File: config.mk
export PLATFORM = sky130hd
export DESIGN_NAME = mult_div_controller
export DESIGN_NICKNAME = d
export VERILOG_FILES = /design/src/rtl/mult_div_controller.sv
export SDC_FILE = /design/constraint.sdc
export NUM_CORES = 1
export LEC_CHECK = 0
export CORE_ASPECT_RATIO = 0.5
export CORE_MARGIN = 2
export CORE_UTILIZATION = 45
export DETAILED_ROUTE_END_ITERATION = 6
export HOLD_SLACK_MARGIN = 0.15
export PLACE_DENSITY = 0.68
export SETUP_SLACK_MARGIN = 0.5
export SYNTH_ARGS = -nofsm -noshare
export SYNTH_HDL_FRONTEND = slang
export SYNTH_SLANG_ARGS = --single-unit
export TNS_END_PERCENT = 50
File: constraint.sdc
create_clock -name clk -period 19 [get_ports clk]
set_input_delay 3.8 -clock clk [delete_from_list [all_inputs] [get_ports clk]]
set_output_delay 3.8 -clock clk [all_outputs]
set_load 0.005 [all_outputs]
File: src/rtl/mult_div_controller.sv
// ============================================================================
// Module  : mult_div_controller
// Brief   : EX-stage HI/LO multiply/divide sequencer with pipeline stall.
// Revision: 1.0 - initial release
// ============================================================================
`timescale 1ns/1ps
`default_nettype none

module mult_div_controller #(
    parameter int WIDTH = 32
) (
    input  logic             clk,
    input  logic             reset,
    input  logic             en,
    input  logic [5:0]       funct,
    input  logic [WIDTH-1:0] src_a,
    input  logic [WIDTH-1:0] src_b,
    input  logic             flush,
    output logic             stall,
    output logic             busy,
    output logic [WIDTH-1:0] hi_lo_out,
    output logic             div_by_zero
);

    localparam int         c_cw         = $clog2(WIDTH);
    localparam logic [c_cw-1:0] c_last  = c_cw'(WIDTH - 1);
    localparam logic [5:0] c_funct_mult  = 6'b011000;
    localparam logic [5:0] c_funct_multu = 6'b011001;
    localparam logic [5:0] c_funct_div   = 6'b011010;
    localparam logic [5:0] c_funct_divu  = 6'b011011;
    localparam logic [5:0] c_funct_mfhi  = 6'b010000;
    localparam logic [5:0] c_funct_mthi  = 6'b010001;
    localparam logic [5:0] c_funct_mflo  = 6'b010010;
    localparam logic [5:0] c_funct_mtlo  = 6'b010011;

    typedef enum logic [1:0] {
        st_idle = 2'd0,
        st_mul  = 2'd1,
        st_div  = 2'd2,
        st_fix  = 2'd3
    } state_t;

    state_t r_state;
    state_t w_state_next;

    logic [WIDTH-1:0] r_hi;
    logic [WIDTH-1:0] r_lo;
    logic [WIDTH-1:0] r_hi_acc;
    logic [WIDTH-1:0] r_lo_acc;
    logic [WIDTH-1:0] r_mag_b;
    logic [c_cw-1:0]  r_count;
    logic             r_neg_res;
    logic             r_neg_rem;
    logic             r_dbz;
    logic             r_op_div;
    logic             r_dbz_pulse;

    logic             w_is_mult;
    logic             w_is_div;
    logic             w_is_signed;
    logic             w_is_hilo;
    logic             w_issue;
    logic             w_mt_ok;
    logic             w_last;
    logic [WIDTH-1:0] w_mag_a;
    logic [WIDTH-1:0] w_mag_b;
    logic [WIDTH:0]   w_mul_sum;
    logic [WIDTH:0]   w_trial;
    logic             w_qbit;
    logic [WIDTH-1:0] w_div_hi;
    logic [2*WIDTH-1:0] w_prod;
    logic [2*WIDTH-1:0] w_prod_fix;
    logic [WIDTH-1:0] w_quo_fix;
    logic [WIDTH-1:0] w_rem_fix;

    assign w_is_mult   = (funct == c_funct_mult) || (funct == c_funct_multu);
    assign w_is_div    = (funct == c_funct_div)  || (funct == c_funct_divu);
    assign w_is_signed = ~funct[0];
    assign w_is_hilo   = (funct[5:2] == 4'b0100);

    assign busy    = (r_state != st_idle);
    assign w_issue = en & ~flush & ~busy & (w_is_mult | w_is_div);
    assign w_mt_ok = en & ~flush & ~busy;
    assign w_last  = (r_count == c_last);

    assign w_mag_a = (w_is_signed & src_a[WIDTH-1]) ? -src_a : src_a;
    assign w_mag_b = (w_is_signed & src_b[WIDTH-1]) ? -src_b : src_b;

    // Shift-add: accumulate into the upper half, shift the multiplier out of the lower half.
    assign w_mul_sum = {1'b0, r_hi_acc} + (r_lo_acc[0] ? {1'b0, r_mag_b} : '0);

    // Restoring divide: remainder in the upper half, quotient bits shift into the lower half.
    assign w_trial  = {r_hi_acc, r_lo_acc[WIDTH-1]} - {1'b0, r_mag_b};
    assign w_qbit   = ~w_trial[WIDTH];
    assign w_div_hi = w_qbit ? w_trial[WIDTH-1:0] : {r_hi_acc[WIDTH-2:0], r_lo_acc[WIDTH-1]};

    assign w_prod     = {r_hi_acc, r_lo_acc};
    assign w_prod_fix = r_neg_res ? -w_prod : w_prod;
    // A zero divisor leaves the dividend magnitude as remainder, so the remainder
    // sign fix restores the raw dividend and the all-ones quotient is left alone.
    assign w_quo_fix  = (r_neg_res & ~r_dbz) ? -r_lo_acc : r_lo_acc;
    assign w_rem_fix  = r_neg_rem ? -r_hi_acc : r_hi_acc;

    assign stall       = ~reset & en & ~flush & busy & w_is_hilo;
    assign div_by_zero = r_dbz_pulse;

    always_comb begin
        hi_lo_out = '0;
        if (!busy) begin
            if (funct == c_funct_mfhi) begin
                hi_lo_out = r_hi;
            end else if (funct == c_funct_mflo) begin
                hi_lo_out = r_lo;
            end
        end
    end

    always_ff @(posedge clk or posedge reset) begin
        if (reset) begin
            r_state <= st_idle;
        end else begin
            r_state <= w_state_next;
        end
    end

    always_comb begin
        w_state_next = r_state;
        case (r_state)
            st_idle: begin
                if (w_issue) begin
                    w_state_next = w_is_mult ? st_mul : st_div;
                end
            end
            st_mul, st_div: begin
                if (flush) begin
                    w_state_next = st_idle;
                end else if (w_last) begin
                    w_state_next = st_fix;
                end
            end
            default: w_state_next = st_idle;
        endcase
    end

    always_ff @(posedge clk or posedge reset) begin
        if (reset) begin
            r_hi        <= '0;
            r_lo        <= '0;
            r_hi_acc    <= '0;
            r_lo_acc    <= '0;
            r_mag_b     <= '0;
            r_count     <= '0;
            r_neg_res   <= 1'b0;
            r_neg_rem   <= 1'b0;
            r_dbz       <= 1'b0;
            r_op_div    <= 1'b0;
            r_dbz_pulse <= 1'b0;
        end else begin
            r_dbz_pulse <= 1'b0;
            case (r_state)
                st_idle: begin
                    if (w_issue) begin
                        r_hi_acc  <= '0;
                        r_lo_acc  <= w_mag_a;
                        r_mag_b   <= w_mag_b;
                        r_count   <= '0;
                        r_neg_res <= w_is_signed & (src_a[WIDTH-1] ^ src_b[WIDTH-1]);
                        r_neg_rem <= w_is_signed & w_is_div & src_a[WIDTH-1];
                        r_dbz     <= w_is_div & (src_b == '0);
                        r_op_div  <= w_is_div;
                    end else if (w_mt_ok && funct == c_funct_mthi) begin
                        r_hi <= src_a;
                    end else if (w_mt_ok && funct == c_funct_mtlo) begin
                        r_lo <= src_a;
                    end
                end
                st_mul: begin
                    if (!flush) begin
                        r_hi_acc <= w_mul_sum[WIDTH:1];
                        r_lo_acc <= {w_mul_sum[0], r_lo_acc[WIDTH-1:1]};
                        r_count  <= w_last ? '0 : r_count + 1'b1;
                    end
                end
                st_div: begin
                    if (!flush) begin
                        r_hi_acc <= w_div_hi;
                        r_lo_acc <= {r_lo_acc[WIDTH-2:0], w_qbit};
                        r_count  <= w_last ? '0 : r_count + 1'b1;
                    end
                end
                default: begin
                    if (!flush) begin
                        if (r_op_div) begin
                            r_hi <= w_rem_fix;
                            r_lo <= w_quo_fix;
                        end else begin
                            r_hi <= w_prod_fix[2*WIDTH-1:WIDTH];
                            r_lo <= w_prod_fix[WIDTH-1:0];
                        end
                        r_dbz_pulse <= r_op_div & r_dbz;
                    end
                end
            endcase
        end
    end

endmodule

`default_nettype wire

==> out/summary.txt, run 1 <==
Hold Violations, Final - 0
Int Power - 0.00132 W
DR WL/cell - 18.7 µm
Seq pwr share - 25.7%
Initial DRC Count - 1,257
Simple-Gate Fraction of Synth Area - 19.5%
Slew margin rel. - 15.4%
Worst slew pin tran - 1.27 ns
# setup viols final - 0
CP startpoint kind - input pin
Main combinational cell family by area after synthesis - compound AO/OA/AOI/OAI gates
Compound-Gate Fraction of Synth Area - 26.4%
Number of buffers created by CTS - 17
PortBufs - 108
Fmax - 94.7 MHz
Fin crit period - 10.56 ns
Clock sink total - 172
Post-synthesis adder-cell area fraction - 6.57%
#FFs+latches synth - 172
Register area share after synthesis - 29.3%
XOR/XNOR share of the synthesized area - 10.1%
Slew Viols, Final - 0
Crit path capture type - primary output
Final nets - 2,095
Crit Path Max Fanout - 32
Synth async-reset ratio - 100%
RSZ-0062 raised after global routing - false
Area Growth Syn to Fin - 13.2%
Post-CTS Resized - 0
Post-Syn Area - 14,700 µm²
Htree depth - 4
CP max stage cell - and3b_1
Multiplexer area fraction after synthesis - 3.20%
Share of cells above drive strength 1 - 4.44%
Number of flops mapped to enable cells by yosys - 0
Worst EP arrival - 6.76 ns
First-pass GRT wire length - 71,000 µm
Pleak - 7.22 nW
Post-layout util - 52.1%
Vias in the first global route - 12,800
Clk slew on worst S/H paths - 0.08 ns
First-pass iteration count of the detailed router - 6
Initial Utilization - 46.0%
Synth Flop Type - dfrtp_1
Power density cells - 161 nW/µm²
Sw power - 0.00137 W
Row count - 46
Logic pwr share - 60.8%
Maximum vdd drop - 109 µV
CTS Buffer Depth - 2
Crit-path most repeated cell - clkdlybuf4s50_1
Clock power frac - 13.5%
DRC Markers - 0
Tot GR Track Use - 26.2%
Remaining Overflow, GRT - 0
Maxcap violations - 0
Antenna Nets Post-Route - 0
Die Y - 132 µm
Core Region - 31,900 µm²
Die width - 260 µm
Largest net degree at the start of global routing - 95
Worst EP required - 15.20 ns
Status - finished clean
CTS tree - built
YS warnings - 0
Final period util - 55.6%
Most common cell after layout, fill and taps aside - nand2_1
Post-CTS Setup Bufs - 0
DRT Wirelength - 44,800 µm
Die area - 34,200 µm²
Sw frac - 50.9%
Post-route setup TNS - 0 ns
Synth cell types - 70
Clock Tree Root - clkbuf_16
Post-DP HPWL - 33,000 µm
Mapped Cells - 1,916
Hold Buf Count CTS - 0
Total number of vias - 14,000
Commonest non-fill, non-tap cells in the layout - nand2_1, o21ai_0, nor2_1, dfrtp_1, a21oi_1
Worst Skew - 0.0145 ns
Crit-path cells - clkdlybuf4s50_1 -> nor3b_1 -> nor2b_1 -> and3b_1 -> a22oi_1 -> nor2_1 -> clkdlybuf4s50_1
Vias per cell - 5.85
GP Congestion - 0.918
Mean Syn Cell Area - 7.67 µm²
Initial antenna violation count - 1
Type of the tightest min-delay check - reg2reg
Worst Setup Path Type - in2out
Top Ports - 109
Crit path largest cell delay - 1.05 ns
Net Count, Synth - 2,066
Worst-skew pair later-pin latency - 0.46 ns
==> critical path, delay by kind of cell <==
kind | cells | cell delay, ns
and+or+nand+nor | 4 | 1.78
buffers and inverters | 2 | 0.97
AOI/OAI and AO/OA | 1 | 0.18
==> cells by family after synthesis <==
logic type / Yosys count
flip-flops: 172
XOR/XNOR: 169
adder cells (fa/ha/maj): 76
multiplexers: 46
AO/OA/AOI/OAI: 635
AND/OR/NAND/NOR: 628
buffers and inverters: 190
==> synth_stat cells, types with 5 or more instances <==
cell type  number  area share, %
nand2_1       254            6.5
o21ai_0       233            7.9
nor2_1        182            4.6
dfrtp_1       172             29
a21oi_1       126            4.3
xnor2_1       104            6.2
clkbuf_1      102            2.6
a22oi_1        80            4.1
ha_1           74            6.3
inv_1          73            1.9
xor2_1         65            3.9
mux2i_1        38            2.6
nor3_1         35            1.2
o31ai_1        34            1.7
a21o_1         32            1.6
nand2b_1       24            1.0
o21ai_1        23           0.78
nand3_1        20           0.68
a31oi_1        18           0.77
nor2b_1        18           0.77
nor4_1         15           0.64
or3_1          15           0.64
and2_1         12           0.51
a211oi_1       11           0.56
nand4_1        11           0.47
o211ai_1       11           0.56
buf_1          10           0.26
o41ai_1        10           0.60
or4_1           9           0.46
mux2_2          8           0.61
o21a_1          8           0.41
and3_1          6           0.26
o221ai_1        6           0.36
a211o_1         5           0.30
==> power groups by stage <==
stage	clock network (W)	registers [W]	logic, W
after floorplan	0	0.000610	0.00126
after global placement	0	0.000687	0.00158
after detailed placement	0	0.000688	0.00160
after CTS	0.000366	0.000682	0.00161
after global routing	0.000380	0.000706	0.00181
final	0.000362	0.000688	0.00163
==> worst paths after layout <==
path	end	slack (ns)	start	cells after the start
worst max-delay path	hi_lo_out[13]	8.44	funct[4]	7
max in group asynchronous	r_mag_b[23]	13.30	reset	4
worst min register to register	r_hi[10]	0.48	r_hi[10]	2
worst min-delay path	r_hi[10]	0.48	r_hi[10]	2
worst max register to register	r_hi[12]	13.74	r_lo_acc[0]	10
min in group asynchronous	r_lo[4]	3.77	reset	2
==> sequential cells by signal (all words and copies together) (netlist names) <==
signal / cells
div_by_zero: 1
r_hi: 32
r_hi_acc: 32
r_mag_b: 32
r_state: 2
r_op_div: 1
r_neg_res: 1
r_neg_rem: 1
r_count: 5
r_lo_acc: 32
r_dbz: 1
r_lo: 32
==> through the flow <==
stage / instance area [µm²] / instances / total power [W] / hold WS (ns) / setup slack, ns
final: 16600 / 2391 / 0.00268 / 0.480 / 8.44
after global routing: 16600 / 2390 / 0.00289 / 0.513 / 8.10
after CTS: 16600 / 2390 / 0.00265 / 0.481 / 8.42
after detailed placement: 16100 / 2358 / 0.00229 / 0.463 / 8.43
after global placement: 16100 / 2358 / 0.00226 / 0.457 / 8.55
after floorplan: 14700 / 1916 / 0.00187 / 0.439 / 7.19
==> cell type report <==
type	instances	area, µm²
timing repair buffer	126	1220
fill	3109	15300
clock inverter	13	150
tap	432	541
clock buffer	19	433
inverter	74	283
antenna	1	2.50
multi-input combinational	1554	9710
sequential	172	4300
==> per-layer routing <==
layer  track usage (%)  vias to the layer above  wire [µm]
li1                  -                     6887          -
met1              38.6                     6609      21600
met2              39.4                      445      19300
met3              5.04                       43       3170
met4              5.87                        0        637
met5                 0                        -          0
Power figures use the tool's default switching activity.
==> run 2: changes to the inputs <==
- PLACE_DENSITY: 0.68 -> 0.7
- clock period: 19 -> 8.48 ns (I/O delays scaled with it)
==> out/summary.txt, run 2 (synthesis gave the netlist of run 1 again) <==
Remaining Overflow, GRT - 0 (unchanged)
Core Region - 31,900 µm² (unchanged)
Fmax - 157 MHz
Top Ports - 109 (unchanged)
Status - finished clean
Maxcap violations - 0 (unchanged)
Reg2reg end - r_hi[12]
Multi-input combinational cell area - 9710 µm² (unchanged)
Seq pwr share - 25.7% (about the same)
CP startpoint kind - input pin
Vias in the first global route - 12,900 (+0.82%)
Antenna Nets Post-Route - 0 (unchanged)
# fillers - 3,083 (-0.84%)
Most common cell after layout, fill and taps aside - nand2_1
Sequential Area - 4300 µm² (unchanged)
Top layer in use - met4
Maximum vdd drop - 186 µV (+70%)
FF-to-FF path depth - 10 (unchanged)
Clock Tree Root - clkbuf_16
Logic pwr share - 60.9% (about the same)
Clock power frac - 13.4% (about the same)
Largest net degree at the start of global routing - 72 (-24%)
Antenna diode count - 0 (-1)
Crit path capture type - primary output
Hold Buf Count CTS - 0 (unchanged)
Sw power - 0.00302 W (+120%)
Row count - 46 (unchanged)
Int Power - 0.00295 W (+120%)
Worst Skew - 0.0157 ns (+0.00117 ns)
CTS Buffer Depth - 2 (unchanged)
Initial DRC Count - 1,399 (+11%)
Worst EP required - 6.78 ns (-8.42 ns)
Slew margin rel. - 14.6% (-0.77 points)
DRT met1 WL - 21,000 µm (-2.8%)
Worst slew pin tran - 1.28 ns (+0.0115 ns)
Hold path depth - 2 (unchanged)
GP Congestion - 0.922 (+0.38%)
Number of buffers created by CTS - 17 (unchanged)
Pleak - 7.21 nW (-0.17%)
First-pass iteration count of the detailed router - 5 (-1)
Area Growth Syn to Fin - 13.0%
Initial antenna violation count - 1 (unchanged)
Worst-skew pair later-pin latency - 0.47 ns (about the same)
Post-CTS Setup Bufs - 0 (unchanged)
Hold path endpoint - r_mag_b[8]
Fin crit period - 6.38 ns
Initial Utilization - 46.0% (unchanged)
Crit Path Max Fanout - 32 (unchanged)
Worst Setup Path Type - in2out
CTS tree - built
CP max stage cell - and3b_1
Hold Violations, Final - 0 (unchanged)
Crit-path cells - clkdlybuf4s50_1 -> nor3b_1 -> nor2b_1 -> and3b_1 -> a22oi_1 -> nor2_1 -> clkdlybuf4s50_1
Slew Viols, Final - 0 (unchanged)
R2r startpoint - r_lo_acc[0]
DP Worst Slack - 2.08 ns (-6.35 ns)
Post-route setup TNS - 0 ns (unchanged)
WL met3 - 2960 µm (-6.6%)
Tot GR Track Use - 25.9% (-0.28 points)
Die width - 260 µm (unchanged)
Post-CTS Resized - 0 (unchanged)
Vias per cell - 5.85 (about the same)
Clk slew on worst S/H paths - 0.07 ns (about the same)
DRT Wirelength - 44,000 µm (-1.8%)
Htree depth - 4 (unchanged)
Post-DP HPWL - 32,600 µm (-1.1%)
Worst Path Buf+Inv - 2 (unchanged)
Die area - 34,200 µm² (unchanged)
DRC Markers - 0 (unchanged)
Final nets - 2,093 (-0.095%)
Commonest non-fill, non-tap cells in the layout - nand2_1, o21ai_0, nor2_1, dfrtp_1, a21oi_1
Final period util - 75.2%
Share of cells above drive strength 1 - 4.35% (-0.098 points)
HP Start - r_mag_b[8]
Type of the tightest min-delay check - reg2reg
RSZ-0062 raised after global routing - false
Crit-path most repeated cell - clkdlybuf4s50_1
Total number of vias - 14,000 (-0.036%)
Power density cells - 359 nW/µm² (+120%)
Clock sink total - 172 (unchanged)
PortBufs - 108 (unchanged)
Worst setup margin - 2.10 ns (-6.34 ns)
# setup viols final - 0 (unchanged)
Crit path largest cell delay - 1.06 ns (about the same)
R2r setup slk - 3.40 ns (-10.34 ns)
Sw frac - 50.6% (-0.32 points)
Die Y - 132 µm (unchanged)
Largest delay share family, worst path - simple AND/OR/NAND/NOR gates
WL met2 - 19,200 µm (-0.70%)
Fin Hold WS - 0.480 ns (-0.000103 ns)
First-pass GRT wire length - 70,800 µm (-0.25%)
Worst EP arrival - 4.68 ns (-2.08 ns)
DR WL/cell - 18.4 µm (-1.7%)
[run 2: how the worst max path moves through the flow]
stage                         end  cells past startpoint  startpoint  slack [ns]
floorplan                   stall                      2       reset        0.88
global placement    hi_lo_out[25]                      7    funct[4]        2.23
detailed placement  hi_lo_out[13]                      7    funct[4]        2.08
CTS                 hi_lo_out[13]                      7    funct[4]        2.08
global route        hi_lo_out[13]                      7    funct[4]        1.81
finish               hi_lo_out[7]                      7    funct[4]        2.10
[run 2: stage by stage]
| step | util (%) | cells | instance area [µm²] | power (W) |
|---|---|---|---|---|
| 2_1_floorplan | - | 1916 | 14700 | 0.00419 |
| 3_3_place_gp | 50.2 | 2356 | 16000 | 0.00507 |
| 3_5_place_dp | 50.2 | 2356 | 16000 | 0.00511 |
| 4_1_cts | 52.0 | 2388 | 16600 | 0.00593 |
| 5_1_grt | 52.0 | 2388 | 16600 | 0.00648 |
| 6_report | 52.0 | 2388 | 16600 | 0.00597 |
[run 2: power by group through the flow]
| stage | combinational [W] | sequential, W | clock [W] |
|---|---|---|---|
| floorplan | 0.00282 | 0.00137 | 0 |
| global placement | 0.00353 | 0.00154 | 0 |
| detailed placement | 0.00357 | 0.00154 | 0 |
| CTS | 0.00359 | 0.00152 | 0.000812 |
| global route | 0.00405 | 0.00158 | 0.000847 |
| finish | 0.00364 | 0.00154 | 0.000800 |
[run 2: layout make-up]
type	instances	area share [%]
Sequential cell	172	25.9
Clock inverter	13	0.903
Inverter	74	1.70
Timing Repair Buffer	124	7.23
Multi-Input combinational cell	1554	58.4
Clock buffer	19	2.60
Tap cell	432	3.25
[run 2: worst register-to-register path: cells and delay by family, from the launching register on]
family / cells / cell delay (ns)
and+or+nand+nor: 5 / 2.65
DFF: 1 / 0.49
adders and majority gates: 1 / 0.32
AOI/OAI and AO/OA: 3 / 0.70
buffers and inverters: 1 / 0.86
[run 2: routing by layer]
metal / vias up / track usage (%)
met5: - / 0
met4: 0 / 6.35
met3: 51 / 5.00
met2: 462 / 39.5
met1: 6588 / 37.5
li1: 6878 / -
==> RTL change 1, RTL diff (flow settings as in run 1) <==
`c_funct_divu`: 6'b011011 -> 6'b010000.
--- a/src/rtl/mult_div_controller.sv
+++ b/src/rtl/mult_div_controller.sv
@@ -29,3 +29,3 @@
     localparam logic [5:0] c_funct_div   = 6'b011010;
-    localparam logic [5:0] c_funct_divu  = 6'b011011;
+    localparam logic [5:0] c_funct_divu  = 6'b010000;
     localparam logic [5:0] c_funct_mfhi  = 6'b010000;
Behaviour: not the same (Yosys sat finds a counterexample within 4 cycles, from zero or initial values and one cycle with reset high).
==> RTL change 1 against run 1 <==
Non-clock buffer count rose by 4. Sequential cell count did not move. Highest routed layer unchanged. Final area rose by 2.4%. Final cell count rose by 2.0%. Worst setup slack improved by 0.83 ns. Power fell by 9.1%. Wire length rose by 8.1%. Critical path depth rose by 2. Die area rose by 2.6%. Synthesized area rose by 2.7%.
==> RTL change 1: results (changes against run 1) <==
run status=complete, no violations; PortBufs=108 (unchanged); delay-heaviest family, CP=buffers and inverters; Routed WL=48400 µm (+8.1%); share of layout cells above drive strength 1=5.07% (+0.62 points); vias per inst=6.05 (+3.4%); Top FF cell, synth=dfrtp_1; first-pass GRT wire length=77200 µm (+8.8%); Worst VDD drop=0.102 mV (-7.0%); Leak=0.00721 µW (-0.14%); CTS Root Cell=clkbuf_16; HPWL Detailed=36200 µm (+9.8%); vias in the first global route=13600 (+6.4%); HP Class=reg -> reg; CTS clk-pin slew, worst paths=0.07 ns; YS warnings=0 (unchanged); Placed Instance Area=16400 µm² (+2.2%); Fill cells=3194 (+2.7%); slowest CP cell=clkdlybuf4s50_1; first-pass iteration count of the detailed router=6 (unchanged); Mapped Avg Cell Area=7.73 µm² (+0.68%); NumNets Final=2130 (+1.7%); met3 Use GR=5.77% (+0.73 points); hold depth=2 (unchanged); Routed WL per cell=19.9 µm (+6.1%); Slew HR=32.6% (+17 points); Worst EP arrival=5.92 ns (-0.84 ns); Critical Path Max Stage Delay=0.53 ns (-0.52 ns); Final Wtd Congestion=0.959 (+4.5%); post-CTS setup buffer count=0 (unchanged); met2 Use GR=42.4% (+3.0 points); DP Cell Count=2402 (+1.9%); initial drt markers=1358 (+8.0%); pin count of the biggest net entering global routing=77 (-19%); ys async rst share=100% (unchanged); Post-synth top cells=255 x nand2_1, 228 x o21ai_0, 193 x nor2_1, 172 x dfrtp_1, 115 x a21oi_1; Setup Skew=0.0165 ns (+0.00203 ns); worst-case clock buffer depth=2 (unchanged); Yosys cell types=79 (+13%); setup TNS=0 ns (unchanged); Seq/Total Area, Yosys=28.5% (-0.76 points); initial antenna violation count=3 (+2); post-cts resize count=0 (unchanged); TritonCTS buffer count=17 (unchanged); reg2reg path depth=13 (+3); CP Max Fanout=32 (unchanged); Global Route Usage Sum=27.9% (+1.7 points); grt met1 use=38.8% (+0.21 points); Synth area leaders=dfrtp_1 29%, o21ai_0 7.6%, nand2_1 6.3%, ha_1 6.1%, xnor2_1 5.5%; H-tree levels=4 (unchanged); worst skew pair latency=0.47 ns
RTL change 1: cell types whose count changed in the layout (fill, tap and decap cells not counted), moves of 7 or more:
cell     delta
a21oi_1    -11
inv_1       -9
nand3_1    +12
nor2_1     +11
a221o_1     +8
xnor2_1     -9
o21ai_0     -7
o21ai_1    -15
or3_1      +11
RTL change 1: per-stage QoR:
step	setup slack (ns)	utilization [%]
2_1_floorplan	7.19	-
3_3_place_gp	9.37	49.7
3_5_place_dp	9.28	49.7
4_1_cts	9.27	51.5
5_1_grt	9.10	51.5
6_report	9.28	51.5
RTL change 1: path summary, 6_finish.rpt:
path                               from             to  slack [ns]
max                            funct[2]  hi_lo_out[22]        9.28
min                         r_mag_b[18]    r_mag_b[18]        0.48
max reg2reg                r_lo_acc[31]    r_hi_acc[4]       14.45
min reg2reg                 r_mag_b[18]    r_mag_b[18]        0.48
max in group asynchronous         reset   r_lo_acc[22]       14.03
min in group asynchronous         reset     r_mag_b[2]        3.72
RTL change 1: layer usage:
layer,part of all wire (%),up-vias
met2,43,583
met4,3.3,0
met5,0,-
li1,-,7075
met1,46,6997
met3,7.9,91
RTL change 1: cell families after synthesis:
logic type,share of synthesized area (%)
xor gates and xnor gates,9.63
adders and majority gates,6.40
DFF,28.5
and+or+nand+nor,20.7
AOI/OAI and AO/OA,26.4
buffers and inverters,5.22
muxes,3.11
RTL change 1: area by class of cell:
type	instances	area, µm²	area share [%]
multi-input cells	1593	10100	59.0
clock buffers	17	425	2.50
clock inverters	15	189	1.11
well taps	441	552	3.24
repair buffers	130	1250	7.32
diodes	4	10.0	0.0588
inverters	66	253	1.48
flip-flops and latches	172	4300	25.3
RTL change 1: power by group:
group	leakage, µW	total, µW	switching (µW)	internal, µW
Clock	0.000299	369	189	180
Combinational	0.00472	1380	882	501
Sequential	0.00219	688	177	511
==> RTL change 2, RTL diff (config.mk and constraints of run 1) <==
Made on the original files. Encoding of `state_t`: now Gray code (2 bits for 4 states).
--- a/src/rtl/mult_div_controller.sv
+++ b/src/rtl/mult_div_controller.sv
@@ -36,6 +36,6 @@
     typedef enum logic [1:0] {
-        st_idle = 2'd0,
-        st_mul  = 2'd1,
-        st_div  = 2'd2,
-        st_fix  = 2'd3
+        st_idle = 2'b00,
+        st_mul  = 2'b01,
+        st_div  = 2'b11,
+        st_fix  = 2'b10
     } state_t;
Function: no difference found for any inputs over 4 cycles, from zero or initial values and one cycle with reset high; so few cycles prove little.
==> RTL change 2 against run 1 <==
Die area up 0.97%. Final area up 0.78%. Power decreased by 33%. First-iteration DRC count is 3.8% higher. Synthesized area is 1.0% higher. Register-to-register slack gained 0.81 ns. Wire length is 3.3% higher. Final cell count grew 0.63%. Via count is 1.4% higher. Worst setup slack better by 0.29 ns. Sequential cell count stayed put. Count of clock-buffer cells in the layout decreased by 2.
==> RTL change 2: results (changes against run 1) <==
run status=complete, no violations; vias in the first global route=13000 (+2.0%); worst-case clock buffer depth=2 (unchanged); pin count of the biggest net entering global routing=90 (-5.3%); diode count=0 (-1); post-CTS setup buffer count=0 (unchanged); slowest CP cell=or4_1; worst skew pair latency=0.46 ns (about the same); Routed WL=46200 µm (+3.3%); Yosys cell types=69 (-1.4%); Final Wtd Congestion=0.940 (+2.3%); share of layout cells above drive strength 1=4.31% (-0.14 points); post-cts resize count=0 (unchanged); via count=14200 (+1.4%); Sw Share=45.9% (-5.0 points); hold path start=r_hi[1]; CP Max Fanout=32 (unchanged); Seq/Total Area, Yosys=29.0% (-0.29 points); WHS=0.481 ns (+0.000855 ns); hold depth=1 (-1); Worst-Margin Slew=1.16 ns (-0.110 ns); Top FF cell, synth=dfrtp_1; Synth area leaders=dfrtp_1 29%, o21ai_0 7.3%, nand2_1 6.1%, ha_1 5.9%, a21oi_1 5.7%; HPWL Detailed=34600 µm (+4.9%); delay-heaviest family, CP=simple AND/OR/NAND/NOR gates; initial antenna violation count=0 (-1); Seq. pwr=554 µW (-19%); HP Class=reg -> reg; Combinational Power Share=48.7% (-12 points); Critical Path Max Stage Delay=0.95 ns (-0.10 ns); R2R Path End=r_hi_acc[20]; initial drt markers=1305 (+3.8%); Syn Nets=2087 (+1.0%); Global Route Usage Sum=27.0% (+0.83 points); Post-synth top cells=240 x nand2_1, 220 x nor2_1, 218 x o21ai_0, 172 x dfrtp_1, 169 x a21oi_1; first-pass GRT wire length=73100 µm (+3.0%); reg2reg path depth=13 (+3); ys async rst share=100% (unchanged); YS warnings=0 (unchanged); Setup Skew=0.0138 ns (-0.000735 ns); worst hold endpoint=r_hi[1]; Leak=0.00712 µW (-1.4%); flop2flop setup slack=14.55 ns (+0.81 ns); H-tree levels=4 (unchanged); Worst EP arrival=6.47 ns (-0.29 ns); CTS clk-pin slew, worst paths=0.08 ns (about the same); first-pass iteration count of the detailed router=5 (-1); Worst R2R Start=r_lo_acc[31]; CTS Root Cell=clkbuf_16; Worst VDD drop=0.0749 mV (-32%)
-- RTL change 2: cell types whose count changed after synthesis, moves of 13 or more --
cell / delta
a21oi_1: +43
a22oi_1: -69
mux2i_1: +42
nand2_1: -14
nor2_1: +38
o21ai_0: -15
o21ai_1: -21
xnor2_1: -13
xor2_1: +13
-- RTL change 2: area by class of cell --
| cell class | instances | area [µm²] |
|---|---|---|
| inverters | 65 | 249 |
| multi-input cells | 1582 | 9870 |
| clock buffers | 17 | 425 |
| repair buffers | 123 | 1190 |
| fillers | 3098 | 15300 |
| clock inverters | 15 | 189 |
| flip-flops and latches | 172 | 4310 |
| well taps | 432 | 541 |
-- RTL change 2: worst max path at each step --
stage,start,end,slack [ns],depth (start not counted)
floorplan,funct[2],hi_lo_out[10],10.02,5
global placement,funct[4],hi_lo_out[29],8.79,5
detailed placement,funct[4],hi_lo_out[25],8.74,5
CTS,funct[4],hi_lo_out[10],8.74,5
global route,funct[4],hi_lo_out[25],8.62,5
finish,funct[4],hi_lo_out[25],8.73,5
-- RTL change 2: through the flow --
stage	power [µW]	cells	area (µm²)	setup slack, ns
after floorplan	1160	1941	14800	10.02
after detailed placement	1410	2374	16200	8.74
final	1790	2406	16800	8.73
after global routing	1910	2406	16800	8.62
after global placement	1400	2374	16200	8.79
after CTS	1780	2406	16800	8.74
-- RTL change 2: cell families after synthesis --
logic type / share of synthesized area, %
compound gates: 23.7
xor+xnor: 9.97
fa+ha+maj: 6.17
buf+inv: 4.84
flops: 29.0
mux: 6.30
simple gates: 20.1
-- RTL change 2: routing by layer --
layer	wire length, µm	vias to the layer above	global-route usage, %
met3	3640	61	5.46
met1	21700	6701	39.4
met4	903	0	7.33
li1	-	6902	-
met2	20000	522	40.4
met5	0	-	0
